$ cat config.mk
export PLATFORM = sky130hd
export DESIGN_NAME = vector_add_seq
export DESIGN_NICKNAME = d
export VERILOG_FILES = /design/src/rtl/vector_add_seq.sv
export SDC_FILE = /design/constraint.sdc
export NUM_CORES = 2
export LEC_CHECK = 0
export BUFFER_PORTS_ARGS = -buffer_cell sky130_fd_sc_hd__buf_2
export CAP_MARGIN = 10
export CORE_AREA = 2 2 652 654
export CTS_CLUSTER_DIAMETER = 60
export DETAILED_ROUTE_END_ITERATION = 16
export DIE_AREA = 0 0 654 656
export PLACE_DENSITY_LB_ADDON = 0.1
export RECOVER_POWER = 50
export SYNTH_ARGS = -nofsm -noshare
export SYNTH_HDL_FRONTEND = slang
export SYNTH_SLANG_ARGS = --single-unit
$ cat constraint.sdc
create_clock -name clk -period 8.6 [get_ports clk]
set_input_delay 0.43 -clock clk [delete_from_list [all_inputs] [get_ports clk]]
set_output_delay 0.43 -clock clk [all_outputs]
set_load 0.03 [all_outputs]
$ cat src/rtl/vector_add_seq.sv
// Streaming sequencer for an N-lane vector_add: loads operand vectors element-wise,
// holds them on the adder while its latency elapses, then drains the sum element-wise.
module vector_add_seq #(
  parameter int N       = 16,
  parameter int W       = 32,
  parameter int ADD_LAT = 1
) (
  input  logic         clk,
  input  logic         rst_n,
  input  logic         flush,
  input  logic         in_valid,
  output logic         in_ready,
  input  logic [W-1:0] in_a,
  input  logic [W-1:0] in_b,
  output logic [W-1:0] vadd_a [N],
  output logic [W-1:0] vadd_b [N],
  input  logic [W-1:0] vadd_c [N],
  output logic         out_valid,
  input  logic         out_ready,
  output logic [W-1:0] out_data,
  output logic         out_last,
  output logic         busy,
  output logic         done,
  output logic [31:0]  vec_count,
  output logic [1:0]   dbg_state
);

  localparam int CW = $clog2(N);
  localparam int WW = $clog2(ADD_LAT + 1) + 1;

  typedef enum logic [1:0] {
    LOAD  = 2'd0,
    WAIT  = 2'd1,
    DRAIN = 2'd2
  } state_t;

  state_t         state, state_nxt;
  logic [CW-1:0]  elem_cnt, elem_cnt_nxt;
  logic [WW-1:0]  wait_cnt, wait_cnt_nxt;
  logic [W-1:0]   a_buf   [N];
  logic [W-1:0]   b_buf   [N];
  logic [W-1:0]   res_buf [N];
  logic           in_fire, cap_res, done_nxt, last_elem;

  assign last_elem = (elem_cnt == CW'(N - 1));

  // Handshakes: a beat moves on a rising edge where valid && ready are both high.
  // flush withdraws in_ready/out_valid for its cycle so no beat can move while aborting.
  always_comb begin
    state_nxt    = state;
    elem_cnt_nxt = elem_cnt;
    wait_cnt_nxt = wait_cnt;
    in_ready     = 1'b0;
    out_valid    = 1'b0;
    out_last     = 1'b0;
    out_data     = '0;
    in_fire      = 1'b0;
    cap_res      = 1'b0;
    done_nxt     = 1'b0;
    case (state)
      LOAD: begin
        in_ready = !flush;
        if (in_valid && !flush) begin
          in_fire = 1'b1;
          if (last_elem) begin
            elem_cnt_nxt = '0;
            wait_cnt_nxt = '0;
            state_nxt    = WAIT;
          end else begin
            elem_cnt_nxt = elem_cnt + CW'(1);
          end
        end
      end
      WAIT: begin
        wait_cnt_nxt = wait_cnt + WW'(1);
        if (wait_cnt == WW'(ADD_LAT)) begin
          cap_res   = 1'b1;
          state_nxt = DRAIN;
        end
      end
      DRAIN: begin
        out_valid = !flush;
        out_data  = res_buf[elem_cnt];
        out_last  = last_elem;
        if (out_ready && !flush) begin
          if (last_elem) begin
            elem_cnt_nxt = '0;
            done_nxt     = 1'b1;
            state_nxt    = LOAD;
          end else begin
            elem_cnt_nxt = elem_cnt + CW'(1);
          end
        end
      end
      default: state_nxt = LOAD;
    endcase
    if (flush) begin
      state_nxt    = LOAD;
      elem_cnt_nxt = '0;
      wait_cnt_nxt = '0;
      cap_res      = 1'b0;
      done_nxt     = 1'b0;
    end
  end

  always_ff @(posedge clk or negedge rst_n) begin
    if (!rst_n) begin
      state     <= LOAD;
      elem_cnt  <= '0;
      wait_cnt  <= '0;
      done      <= 1'b0;
      vec_count <= '0;
    end else begin
      state     <= state_nxt;
      elem_cnt  <= elem_cnt_nxt;
      wait_cnt  <= wait_cnt_nxt;
      done      <= done_nxt;
      if (done_nxt) vec_count <= vec_count + 32'd1;
    end
  end

  always_ff @(posedge clk or negedge rst_n) begin
    if (!rst_n) begin
      for (int i = 0; i < N; i++) begin
        a_buf[i]   <= '0;
        b_buf[i]   <= '0;
        res_buf[i] <= '0;
      end
    end else begin
      if (in_fire) begin
        a_buf[elem_cnt] <= in_a;
        b_buf[elem_cnt] <= in_b;
      end
      if (cap_res) begin
        for (int i = 0; i < N; i++) res_buf[i] <= vadd_c[i];
      end
    end
  end

  // Operands stay on the adder in every state, so they are stable for the whole WAIT.
  assign vadd_a    = a_buf;
  assign vadd_b    = b_buf;
  assign busy      = (state != LOAD) || (elem_cnt != '0);
  assign dbg_state = state;

endmodule

## Yosys cells after proc, flatten, opt, wreduce, memory -nomap -nowiden

Cells that the tools add are included.

| word-level totals | value |
|---|---|
| output and inout port bits | 1095 |
| logic and storage cells | 116 |
| flip-flop bits (word level) | 1577 |
| bits of input ports | 581 |

| operators by class | value |
|---|---|
| $lt $le $gt $ge | 2 |
| reduce and logical (&&, ||, !) cells | 13 |
| add/sub/neg operators | 3 |
| bitwise logic cells | 1 |
| mux-type cells | 35 |
| equal/unequal tests | 9 |

Operators by type and width:

| kind | count |
|---|---|
| 512-bit bitwise mux | 2 |
| 32-bit binary-select mux with 4-bit select | 1 |
| 32-bit demux with 4-bit select | 1 |
| 32-bit 2-to-1 mux | 4 |
| 32-bit by 1-bit adder with 32-bit output (second input constant) | 1 |
| 2-bit 2-to-1 mux | 8 |
| 4-bit 2-to-1 mux | 4 |
| 3-bit != test (second input constant) | 5 |
| 1-bit 2-to-1 mux | 12 |
| 4-bit case mux with 2 select lines | 1 |
| 2-bit case mux with 3 select lines | 1 |
| 3-bit AND reduction | 2 |
| 3-bit nonzero test | 2 |
| 5-bit >= comparator (second input constant) | 1 |
| 5-bit by 1-bit less-than comparator with 1-bit output (second input constant) | 1 |
| 4-bit inverter with 5-bit output | 1 |
| 5-bit AND reduction | 1 |
| 4-bit by 1-bit adder with 4-bit output (second input constant) | 1 |
| 2-bit by 1-bit equality test with 1-bit output (second input constant) | 2 |
| 4-bit equality test (second input constant) | 1 |
| 2-bit case mux with 2 select lines | 1 |
| 4-bit nonzero test | 1 |
| 1-bit logical AND | 3 |
| 2-bit by 1-bit adder with 2-bit output (second input constant) | 1 |
| other kinds (5) | 5 |

## Depth between registers and ports, before layout

| logic depth | value |
|---|---|
| depth in word-level cells | 6 |
| mapped depth | 11 |
| gate-level depth less buffers | 6 |

## Worst setup path before layout

Ideal clock, no wire load.

| timing | value |
|---|---|
| path type | register -> register |
| start point | register elem_cnt[1] |
| end point | register a_buf, in the netlist vadd_a[64] |
| stages on the path, launching flop included | 12 |
| arrival | 2598 ps |
| setup time | 125 ps |
| data required time | 8475 ps |
| period minus slack after synthesis | 2723 ps |
| path buffers | 6 |
| path slack | 5877 ps |
| cell sequence | dfrtp_1 > clkbuf_1 > buf_2 > buf_2 > buf_2 > inv_1 > ha_1 > and3_1 > buf_2 > nand3_2 > buf_1 > mux2_2 |

| between the ends | value |
|---|---|
| cells in the longest elaborated chain, start to end | 6 |
| elaborated cells on any way between the ends | 7 |
| those cells by class | 2 x order compare; 3 x mux; 1 x bitwise; 1 x reduce/logical |

RTL lines:

| item | line | text |
|---|---|---|
| from (decl) | 38 | `logic [CW-1:0] elem_cnt, elem_cnt_nxt;` |
| from (signal assigned) | 115 | `elem_cnt <= elem_cnt_nxt;` |
| 4-bit inverter with 5-bit output (not written as such) * | 131 | `a_buf[elem_cnt] <= in_a;` |
| 5-bit >= comparator (not written as such) or 5-bit by 1-bit less-than comparator with 1-bit output (tied branches) | 131 |  |
| 1-bit logical AND (not written as such) | 131 |  |
| 32-bit 2-to-1 mux (not written as such) | 131 |  |
| 32-bit demux with 4-bit select * | 131 |  |
| 512-bit bitwise mux * | 131 |  |
| to (signal, indexed assignment) | 131 |  |
| to (decl) | 40 | `logic [W-1:0] a_buf [N];` |

Mark *: on every way between the ends. The rest lies on a longest branch, timed or not.
A chain may end at the register's enable or synchronous reset.

## Final worst setup path

| timing | value |
|---|---|
| start point | register elem_cnt[0] |
| end point | output port out_data[17] |

| between the ends | value |
|---|---|
| cells in the longest elaborated chain, start to end | 5 |

RTL lines:

| item | line | text |
|---|---|---|
| 4-bit inverter with 5-bit output (not written as such) | 83 | `out_data = res_buf[elem_cnt];` |
| 32-bit binary-select mux with 4-bit select | 83 |  |
| 32-bit 2-to-1 mux (not written as such) (2 in series) | 83 |  |
| 32-bit 2-to-1 mux | 60 | `case (state)` |
| to (decl) | 20 | `output logic [W-1:0] out_data,` |

Every way passes these cells. The select of a mux whose other input is x is not followed.

==> results.cfg <==
[synthesis]
syn-instance-count = 4000
yosys.area.top_type = dfrtp_1
yosys-top-cells-area = dfrtp_1 (63%), mux2_2 (28%), mux2i_1 (2.6%), buf_2 (1.3%), mux4_2 (1.1%)
avgSynthCellArea_um2 = 15.8
syn_nets = 4587
syn_area_mm2 = 0.0631
ys_seq_area_share_pct = 62.6
synth_top_area_share_pct = 62.6
ys.flop_type = dfrtp_1
yosysWarnings = 0
synth_edf_count = 0
synth_seq_cells = 1577
synth_cell_types = 41
synthArstFlopShare_pct = 100

[floorplan]
fp.dieH_um = 656
core_area_mm2 = 0.422
io_pins = 1676
die_w_um = 654
start_util_pct = 14.9
row_count = 239
die_area_mm2 = 0.429

[drt]
drc = 0
ant_nets = 0
dr.pass1.iters = 5
via_count = 44700
routed_via_density = 3.68
drtIter0Drc = 2037
wl_per_cell_um = 29.5
totalWireLength_um = 359000

[clocking]
clockBufferDepth = 4
post_cts_buffers = 0
cts.htree.levels = 5
cts-root-buf = clkbuf_16
clk_latency_ns = 0.91
cts_tree = yes
numCtsBuffers = 265
cts.sinks = 1577
clk_pin_slew_ns = 0.05

[global_routing]
grt_start_max_net_pins = 150
antenna_found_initial = 155
grt_pass1_wl_um = 473000
grt_pass1_vias = 47500
track_usage_pct = 16.2
grt_overflow = 0

[finish]
mostFrequentLayoutCell = dfrtp_1
multiInputGateArea_mm2 = 0.0224
final_core_util_pct = 21.6
nets = 6820
seq_area_mm2 = 0.0395
layout_common_cells = dfrtp_1 (1574), mux2_2 (1566), clkbuf_1 (1100)
area_delta_synth_final_pct = 44.6
fill_cells = 45700
fin_area_mm2 = 0.0912
drive_gt1_share_pct = 42.6

[timing]
fin_ws_ns = 3.59
fmax_mhz = 199
fin_crit_ns = 5.01
worstMarginPinSlew_ns = 3.66
fin_crit_sh_pct = 58.3
skew_ns = 0.0705
slew_headroom_pct = -144
finalHoldViolations = 0
setup_tns_ns = 0
rsz0062_at_grt = false
drv_slew = 580
setup_viol = 0

[setup_path]
crit_top_cell = buf_4
crit_slowest_cell = buf_4
cp-end-kind = primary output
max_stage_delay_ns = 0.63
cp.required_ns = 8.17
crit_type = reg2out
cp_max_fo = 34
reg2regPathDepth = 9
start_kind = flop
crit_chain = buf_4, inv_1, nor2_4, buf_4, buf_4, a22oi_1, nand3_1, nand2_1, buf_2
critical_path_arrival_ns = 4.58

[pwr]
ir_drop_mv = 0.128
p_leak_nw = 41.7
p_per_area_mw_per_mm2 = 247

[placement]
globalplace.congestion = 0.764
dp_hpwl_um = 266000
pre_cts_slack_ns = 4.17
placed_cell_area_mm2 = 0.0781
port_buffers = 1675

[hold_path]
hp-class = in2async

[status]
status = finished with violations
violations = max-capacitance violations, max-slew violations

[run]
cap_violations = 10
## metal layers
metal  track usage (%)  vias to the layer above  wire length [µm]
met1              17.1                    23600            131000
met3              4.80                      572             24400
li1                  -                    19000                 -
met5                 0                        -               541
met4              4.46                       88             11900
met2              30.8                     1442            191000
## kinds of logic (layout without fill, tap and decap cells)
group	count (synthesis)	in the layout	share of synthesized area, %
muxes	1762	1762	31.7
DFF	1577	1577	62.6
buffers and inverters	298	2730	2.11
and+or+nand+nor	187	187	1.48
AOI/OAI and AO/OA	137	137	1.54
xor gates and xnor gates	33	33	0.470
adders and majority gates	6	6	0.119
other	0	60	0
## synth_stat cells, types with 2 or more instances
library cell	number
nor4_2	2
nand2_1	69
nor3_1	9
nor4_1	2
clkbuf_1	109
a21oi_1	37
mux4_2	32
a21o_1	2
nand4_1	9
a22oi_1	64
o211ai_1	3
ha_1	6
and3_1	6
o221ai_1	29
nor2_1	23
nand2b_1	3
nor2b_1	3
nand3_1	43
nand3_2	3
mux2_2	1566
and2_1	4
buf_2	162
buf_1	18
xor2_1	12
dfrtp_1	1577
inv_1	8
and4_1	3
mux2i_1	164
xnor2_1	20
## final cells by class
type / instances / area share, %
clock inverters: 115 / 1.73
well taps: 5663 / 7.77
diodes: 60 / 0.165
clock buffers: 351 / 8.28
inverters: 8 / 0.0329
flip-flops and latches: 1577 / 43.3
repair buffers: 2256 / 14.1
multi-input cells: 2125 / 24.6
## state kept, by name (all words and copies together) (netlist names)
register,flops
dbg_state,2
wait_cnt,2
res_buf,512
elem_cnt,4
vadd_a,512
vec_count,32
done,1
vadd_b,512
## metrics by stage
step / hold slack (ns) / power (mW) / instances
floorplan: 0.134 / 9.84 / 4000
global placement: 0.437 / 11.5 / 11100
detailed placement: 0.446 / 11.5 / 11100
CTS: 0.0195 / 23.2 / 12100
global route: 0.0665 / 23.5 / 12100
finish: 0.112 / 22.5 / 12200
## power breakdown
part           internal, mW  total [mW]  switching, mW
Combinational         0.914        3.12           2.21
Sequential             7.96        8.26          0.301
Clock                  6.95        11.2           4.21
Total                  15.8        22.5           6.71
## what timing repair did
item | 4_1_cts | 5_1_grt
hold endpoints to repair | 613 | 0
hold buffers | 516 | 0
resized for setup | 0 | 0
## worst paths after layout
path,to,slack [ns],from
setup / recovery,out_data[17],3.59,elem_cnt[0]
hold / removal,vadd_b[432],0.11,rst_n
setup reg to reg,vadd_a[510],4.38,elem_cnt[0]
hold reg to reg,vec_count[7],0.49,vec_count[7]
max in group asynchronous,vadd_b[446],3.75,rst_n
min in group clk,vadd_b[88],0.11,in_b[24]
## critical path, delay by kind of cell (launching register included)
kind | cells | cell delay (ns)
AOI/OAI and AO/OA | 1 | 0.15
buffers and inverters | 5 | 2.27
DFF | 1 | 0.53
and+or+nand+nor | 3 | 0.74
No activity file was read; power rests on OpenSTA's default activity.
